## src/rtl/ram_copy_engine.sv

```systemverilog
`default_nettype none
// ============================================================================
// Module   : ram_copy_engine
// Purpose  : Bus master for a single-port synchronous RAM. After a start pulse
//            it copies len consecutive words from src_addr to dst_addr. Each
//            word takes three cycles: read address (RD), data return (WAIT)
//            and write (WR). It reports busy/done/aborted and a word count.
// Ports    : clk, rst_n          - clock, asynchronous active-low reset
//            start, abort        - request (IDLE only) / cancel (busy only)
//            src_addr, dst_addr,
//            len                 - copy parameters, latched on accepted start
//            busy, done, aborted - status (done/aborted are 1-cycle pulses)
//            words_done          - words written in current/last copy
//            ram_addr, ram_din,
//            ram_rw, ram_dout    - RAM port (ram_rw: 1 = write)
// Revision : 1.0 - initial release
// ============================================================================
module ram_copy_engine #(
    parameter int ADDR_W = 16,
    parameter int DATA_W = 32
) (
    input  logic              clk,
    input  logic              rst_n,
    input  logic              start,
    input  logic              abort,
    input  logic [ADDR_W-1:0] src_addr,
    input  logic [ADDR_W-1:0] dst_addr,
    input  logic [ADDR_W-1:0] len,
    output logic              busy,
    output logic              done,
    output logic              aborted,
    output logic [ADDR_W-1:0] words_done,
    output logic [ADDR_W-1:0] ram_addr,
    output logic [DATA_W-1:0] ram_din,
    output logic              ram_rw,
    input  logic [DATA_W-1:0] ram_dout
);

    localparam logic [2:0] c_idle = 3'd0;
    localparam logic [2:0] c_rd   = 3'd1;
    localparam logic [2:0] c_wait = 3'd2;
    localparam logic [2:0] c_wr   = 3'd3;
    localparam logic [2:0] c_fin  = 3'd4;

    logic [2:0]        r_state;
    logic [ADDR_W-1:0] r_src;
    logic [ADDR_W-1:0] r_dst;
    logic [ADDR_W-1:0] r_len;
    logic [ADDR_W-1:0] r_idx;

    logic [ADDR_W-1:0] w_idx_nxt;
    logic              w_last;
    logic [ADDR_W-1:0] w_rd_addr_nxt;
    logic [ADDR_W-1:0] w_wr_addr;

    // Address sums wrap naturally modulo 2^ADDR_W.
    assign w_idx_nxt     = r_idx + ADDR_W'(1);
    assign w_last        = (w_idx_nxt == r_len);
    assign w_rd_addr_nxt = r_src + w_idx_nxt;
    assign w_wr_addr     = r_dst + r_idx;

    // Every output is a register that is loaded on the edge entering the
    // state in which it must be visible, so the RAM sees a clean Moore port.
    // ram_din doubles as the captured-data register.
    always_ff @(posedge clk or negedge rst_n) begin
        if (!rst_n) begin
            r_state    <= c_idle;
            r_src      <= '0;
            r_dst      <= '0;
            r_len      <= '0;
            r_idx      <= '0;
            busy       <= 1'b0;
            done       <= 1'b0;
            aborted    <= 1'b0;
            words_done <= '0;
            ram_addr   <= '0;
            ram_din    <= '0;
            ram_rw     <= 1'b0;
        end else begin
            done    <= 1'b0;
            aborted <= 1'b0;
            case (r_state)
                c_idle: begin
                    // abort is meaningless here; start always wins.
                    if (start) begin
                        r_src      <= src_addr;
                        r_dst      <= dst_addr;
                        r_len      <= len;
                        r_idx      <= '0;
                        words_done <= '0;
                        if (len != '0) begin
                            busy     <= 1'b1;
                            ram_addr <= src_addr;
                            r_state  <= c_rd;
                        end else begin
                            // Zero-length copy: report completion, no RAM access.
                            done    <= 1'b1;
                            r_state <= c_fin;
                        end
                    end
                end
                c_rd: begin
                    if (abort) begin
                        busy    <= 1'b0;
                        aborted <= 1'b1;
                        r_state <= c_idle;
                    end else begin
                        r_state <= c_wait;
                    end
                end
                c_wait: begin
                    if (abort) begin
                        busy    <= 1'b0;
                        aborted <= 1'b1;
                        r_state <= c_idle;
                    end else begin
                        ram_din  <= ram_dout;
                        ram_addr <= w_wr_addr;
                        ram_rw   <= 1'b1;
                        r_state  <= c_wr;
                    end
                end
                c_wr: begin
                    // The RAM commits the write on this edge, so it is counted
                    // even when abort is also present.
                    ram_rw     <= 1'b0;
                    words_done <= words_done + ADDR_W'(1);
                    r_idx      <= w_idx_nxt;
                    if (abort) begin
                        busy    <= 1'b0;
                        aborted <= 1'b1;
                        r_state <= c_idle;
                    end else if (w_last) begin
                        busy    <= 1'b0;
                        done    <= 1'b1;
                        r_state <= c_fin;
                    end else begin
                        ram_addr <= w_rd_addr_nxt;
                        r_state  <= c_rd;
                    end
                end
                c_fin: begin
                    r_state <= c_idle;
                end
                default: begin
                    busy    <= 1'b0;
                    ram_rw  <= 1'b0;
                    r_state <= c_idle;
                end
            endcase
        end
    end

endmodule
`default_nettype wire
```

## config.mk

```make
export PLATFORM = sky130hd
export DESIGN_NAME = ram_copy_engine
export DESIGN_NICKNAME = d
export VERILOG_FILES = /design/src/rtl/ram_copy_engine.sv
export SDC_FILE = /design/constraint.sdc
export NUM_CORES = 1
export LEC_CHECK = 0
export ABC_AREA = 0
export BUFFER_PORTS_ARGS = -buffer_cell sky130_fd_sc_hd__clkbuf_2
export CORE_ASPECT_RATIO = 0.6
export CORE_MARGIN = 5
export CORE_UTILIZATION = 41
export CTS_BUF_LIST = sky130_fd_sc_hd__clkbuf_4 sky130_fd_sc_hd__clkbuf_8 sky130_fd_sc_hd__clkbuf_16
export DETAILED_ROUTE_END_ITERATION = 8
export GPL_ROUTABILITY_DRIVEN = 0
export GPL_TIMING_DRIVEN = 0
export PLACE_DENSITY = 0.71
export SLEW_MARGIN = 20
export SYNTH_ARGS = -nofsm -noshare
export SYNTH_HDL_FRONTEND = slang
export SYNTH_SLANG_ARGS = --single-unit
```

## constraint.sdc

```tcl
create_clock -name clk -period 4.42 [get_ports clk]
set_clock_uncertainty 0.2 [all_clocks]
set_input_delay 0 -clock clk [delete_from_list [all_inputs] [get_ports clk]]
set_output_delay 0 -clock clk [all_outputs]
set_load 0.005 [all_outputs]
```

## Word-level counts from Yosys, hierarchy flattened

Index checks and enable logic that the tools add are counted.

- Register bits: 135
- Output and inout port bits: 68
- Logic and storage cells: 75

- $add $sub $neg: 4
- Eq/ne operators: 12
- Multiplexer cells: 31
- Bitwise gates (word level): 3
- Reductions and logical operators: 13

Operator list:

| operator | count |
|---|---|
| 16-bit 2-to-1 mux | 6 |
| 16-bit case mux with 2 select lines | 2 |
| 16-bit case mux with 3 select lines | 1 |
| 16-bit by 1-bit adder with 16-bit output (second input constant) | 2 |
| 16-bit adder | 2 |
| 16-bit equality test | 1 |
| 16-bit nonzero test | 1 |
| 1-bit 2-to-1 mux | 12 |
| 3-bit 2-to-1 mux | 4 |
| 3-bit case mux with 4 select lines | 1 |
| 2-bit inequality test (second input constant) | 5 |
| 2-bit AND reduction | 4 |
| 3-bit by 2-bit equality test with 1-bit output (second input constant) | 2 |
| 6-bit AND reduction | 1 |
| 3-bit OR reduction | 2 |
| 5-bit AND reduction | 1 |
| 2-bit 2-to-1 mux | 2 |
| 1-bit case mux with 2 select lines | 2 |
| 1-bit case mux with 4 select lines | 1 |
| 3-bit by 1-bit equality test with 1-bit output (second input constant) | 1 |
| 3-bit equality test (second input constant) | 1 |
| 3-bit zero test | 1 |
| 3-bit inequality test (second input constant) | 1 |
| 1-bit NOT | 3 |
| 4 further kinds | 4 |

## Depth between registers and ports, before layout

- Word-level depth: 5
- Gate-level depth with buffers: 15
- Gate-level depth less buffers: 14

## Worst setup path after synthesis

OpenSTA, ideal clock, no wires.

- Path type: register to register
- Start point: register r_idx[0]
- End point: register ram_addr[14]
- Data arrival time: 2.908 ns
- Data required time: 4.095 ns
- Slack: 1.187 ns
- Cell stages (with the launch flop): 11
- Buffers on the path: 0
- Period minus slack after synthesis: 3.233 ns
- Cell sequence: dfrtp_1 ha_1 fa_1 a211o_1 a2111oi_0 o311ai_0 a21oi_1 a21oi_1 xnor2_1 o211ai_1 mux2_4

- Word-level cells in the longest chain between the ends: 5
- Elaborated cells between the ends (all ways): 10
- Classes of those cells: add/sub: 3; eq/ne: 2; mux: 4; reduce/logical: 1

RTL lines:

| item | RTL line | text |
|---|---|---|
| start: declaration | 49 | `logic [ADDR_W-1:0] r_idx;` |
| start signal: assignment | 128 | `r_idx <= w_idx_nxt;` |
| 16-bit by 1-bit adder with 16-bit output | 57 | `assign w_idx_nxt = r_idx + ADDR_W'(1);` |
| 16-bit adder | 59 | `assign w_rd_addr_nxt = r_src + w_idx_nxt;` |
| 16-bit 2-to-1 mux | 133 | `end else if (w_last) begin` |
| 16-bit 2-to-1 mux | 129 | `if (abort) begin` |
| 16-bit case mux with 3 select lines | 82 | `case (r_state)` |
| end signal: assignment | 93 | `ram_addr <= src_addr;` |
| end signal: assignment | 118 | `ram_addr <= w_wr_addr;` |
| end signal: assignment | 138 | `ram_addr <= w_rd_addr_nxt;` |
| end: declaration | 33 | `output logic [ADDR_W-1:0] ram_addr,` |

Parallel ways exist; a longest one is shown, timed or not. The select of a mux whose other input is x is not followed.
A chain may end at the register's enable or synchronous reset.

## Worst setup path after layout

- Start point: register r_idx[0]
- End point: register ram_addr[13]

The elaborated chain is that of the path after synthesis.

==> metrics.yaml <==
status: "finished clean"
cts_tree: "done"
antenna_cells: 0
drt_iter0_drc: 637
max_slew.worst_pin.slew_ps: 888
coreArea_um2: 18800
area_delta_synth_final_pct: 33.1
grt_pass1_wl_um: 38400
path_class: "flop to flop"
cts_max_path_buffers: 2
yosys.area.top_type: "dfrtp_1"
netlist_instances: 846
cts_made_buffers: 17
critPathLaunchType: "flop"
cp_max_fo: 7
clkLatencyLatePin_ps: 420
clock_sinks: 135
overflow: 0
cap_violations: 0
dieWidth_um: 188
relSlewSlack_pct: 40.6
synth_xor_xnor_area_share_pct: 6.20
synth_top_family_by_area: "simple AND/OR/NAND/NOR gates"
drive_above_1_share_pct: 22.5
synth_edf_count: 0
clk_pin_slew_ps: 70
p_leak_uw: 0.00501
dieHeight_um: 117
critPathCaptureType: "flop"
io_buffers: 151
ir_drop_uv: 326
grt_pass1_vias: 7046
rows: 39
setup_viol: 0
syn-num-nets: 968
start_util_pct: 41.4
h-tree-depth: 4
finalCriticalPeriod_ps: 4040
drc: 0
final_cell_area_um2: 10400
synth_top_area_share_pct: 43.4
cts_root_buf: "clkbuf_16"
ys_ff_latch: 135
fmax_mhz: 247
synth_compound_area_share_pct: 12.9
synth.mux.area_fraction_pct: 7.98
synthSimpleGateAreaFrac_pct: 19.7
routedWlPerCell_um: 17.5
grt_max_degree: 81
dieArea_um2: 21900
grt_setup_unrepaired: "false"
fin_nets: 1227
synth.distinct_cells: 61
antenna_found_initial: 0
synth_seq_area_share_pct: 43.4
p_per_area_nw_per_um2: 579
vias_per_cell: 5.33
min_path_type: "primary input to flop"
slew_viol_final: 0
grt_use_total_pct: 22.3
drtAntennaViolNets: 0
finalSetupTns_ps: 0
finalHoldViolCount: 0
io_pins: 152
syn_area_um2: 7790
dpl_cell_area_um2: 8890
wirelength_um: 23900
synth_adder_area_share_pct: 6.30
synth_ff_type: "dfrtp_1"
worstPathRequired_ps: 4530
avgSynthCellArea_um2: 9.21
arrival_ps: 4150
synthTopCellsByArea: "dfrtp_1 43%, nand2_1 9.7%, mux2_2 5.9%, ha_1 5.8%, xnor2_1 3.4%"
async_reset_ff_share_pct: 100
dpl.hpwl_um: 17200
drtPass1Iterations: 5
period_share_pct: 91.5
vias: 7276
yosys_warnings: 0
post_cts_buffers: 0
[critical path, stage by stage (launching register included)]
cell and delay (ps):
dfrtp_1 540, ha_1 310, nand2_1 140, nor2_1 340, nand4_1 300, xnor2_1 370, ha_1 310, a21oi_1 220
nand2_1 80, a41oi_1 250, o21ai_0 160, xor2_1 160, a22oi_1 170, o31ai_1 100, mux2_4 260
[synthesized netlist by cell type, types with 4 or more instances]
library cell,instances
nand4_1,13
xnor2_1,30
nand3_1,32
inv_1,14
o21a_1,7
a21o_1,7
buf_6,4
or3_1,5
o31ai_1,8
a211oi_1,9
ha_1,36
nand2_1,202
dfrtp_1,135
o211ai_1,7
and3_1,5
nor4_1,6
a21oi_1,41
buf_2,4
mux2_2,41
clkbuf_1,32
mux2_4,6
xor2_1,20
o21ai_0,52
nor2_1,46
nor3_1,12
o22ai_1,4
mux2i_1,7
a31oi_1,4
[registers in the layout, indices dropped and copies added (netlist names)]
| register | cells |
|---|---|
| aborted | 1 |
| busy | 1 |
| done | 1 |
| r_dst | 16 |
| r_idx | 16 |
| r_len | 16 |
| r_src | 16 |
| r_state | 3 |
| ram_addr | 16 |
| ram_din | 32 |
| ram_rw | 1 |
| words_done | 16 |
[logic make-up (layout without fill, tap and decap cells)]
logic type	Yosys count	after routing
and+or+nand+nor	345	345
AOI/OAI and AO/OA	163	163
DFF	135	135
buffers and inverters	59	331
muxes	54	54
xor gates and xnor gates	52	52
adders and majority gates	38	38
[power breakdown]
| part | internal, uW | switching (uW) |
|---|---|---|
| Combinational | 1130 | 1380 |
| Sequential | 1710 | 360 |
| Clock | 798 | 620 |
| Total | 3640 | 2360 |
[metal layers]
layer / vias up / global-route usage [%] / routed length [um]
met4: 0 / 4.99 / 283
met2: 313 / 32.2 / 9590
met1: 3449 / 33.3 / 11600
met5: - / 0 / 0
met3: 25 / 6.34 / 2400
li1: 3489 / - / -
[placed cells by master, fill, tap and decap left out, drive strengths merged, types with 3 or more instances in the layout]
master and n:
a211o 3, a211oi 9, a21o 7, a21oi 41, a31oi 4, a32oi 3
a41oi 3, and3 5, and4 3, buf 15, clkbuf 200, clkinvlp 3
dfrtp 135, dlygate4sd3 87, ha 36, inv 24, mux2 47, mux2i 7
nand2 202, nand2b 3, nand3 33, nand4 14, nor2 47, nor2b 3
nor3 12, nor3b 3, nor4 7, o211ai 7, o21a 7, o21ai 52
o21bai 3, o22ai 4, o31ai 8, or3 5, xnor2 30, xor2 20
[stage by stage]
step	total power (uW)	setup WS [ps]	hold WS [ps]	instances	util (%)
after floorplan	3570	1190	-496	846	-
after global placement	4380	503	-7.47	1243	47.0
final	6000	375	110	1364	55.1
after global routing	6410	86.0	134	1364	55.1
after detailed placement	4450	462	-194	1244	47.2
after CTS	5980	437	100	1364	55.1
[final cells by class]
class	instances	area, um2
sequential	135	3380
tap	246	308
fill	1687	8470
clock inverter	15	156
clock buffer	17	425
inverter	14	52.6
multi-input combinational	652	4140
buffer	45	219
timing repair buffer	240	1690
[worst paths after layout]
kind	start	end	slack [ps]	cells past startpoint
max	r_idx[0]$_DFFE_PN0P_	ram_addr[13]$_DFFE_PN0P_	380	14
min	dst_addr[6]	r_dst[6]$_DFFE_PN0P_	110	4
max reg2reg	r_idx[0]$_DFFE_PN0P_	ram_addr[13]$_DFFE_PN0P_	380	14
min reg2reg	r_src[13]$_DFFE_PN0P_	r_src[13]$_DFFE_PN0P_	290	2
max in group asynchronous	rst_n	words_done[13]$_DFFE_PN0P_	3110	4
min in group asynchronous	rst_n	r_src[3]$_DFFE_PN0P_	520	4
[what timing repair did]
item,in CTS,in global routing
endpoints found under the setup margin,0,0
hold buffers,88,0
gates resized for setup,0,0
endpoints found under the hold margin,237,0
Power figures use the tool's default switching activity.
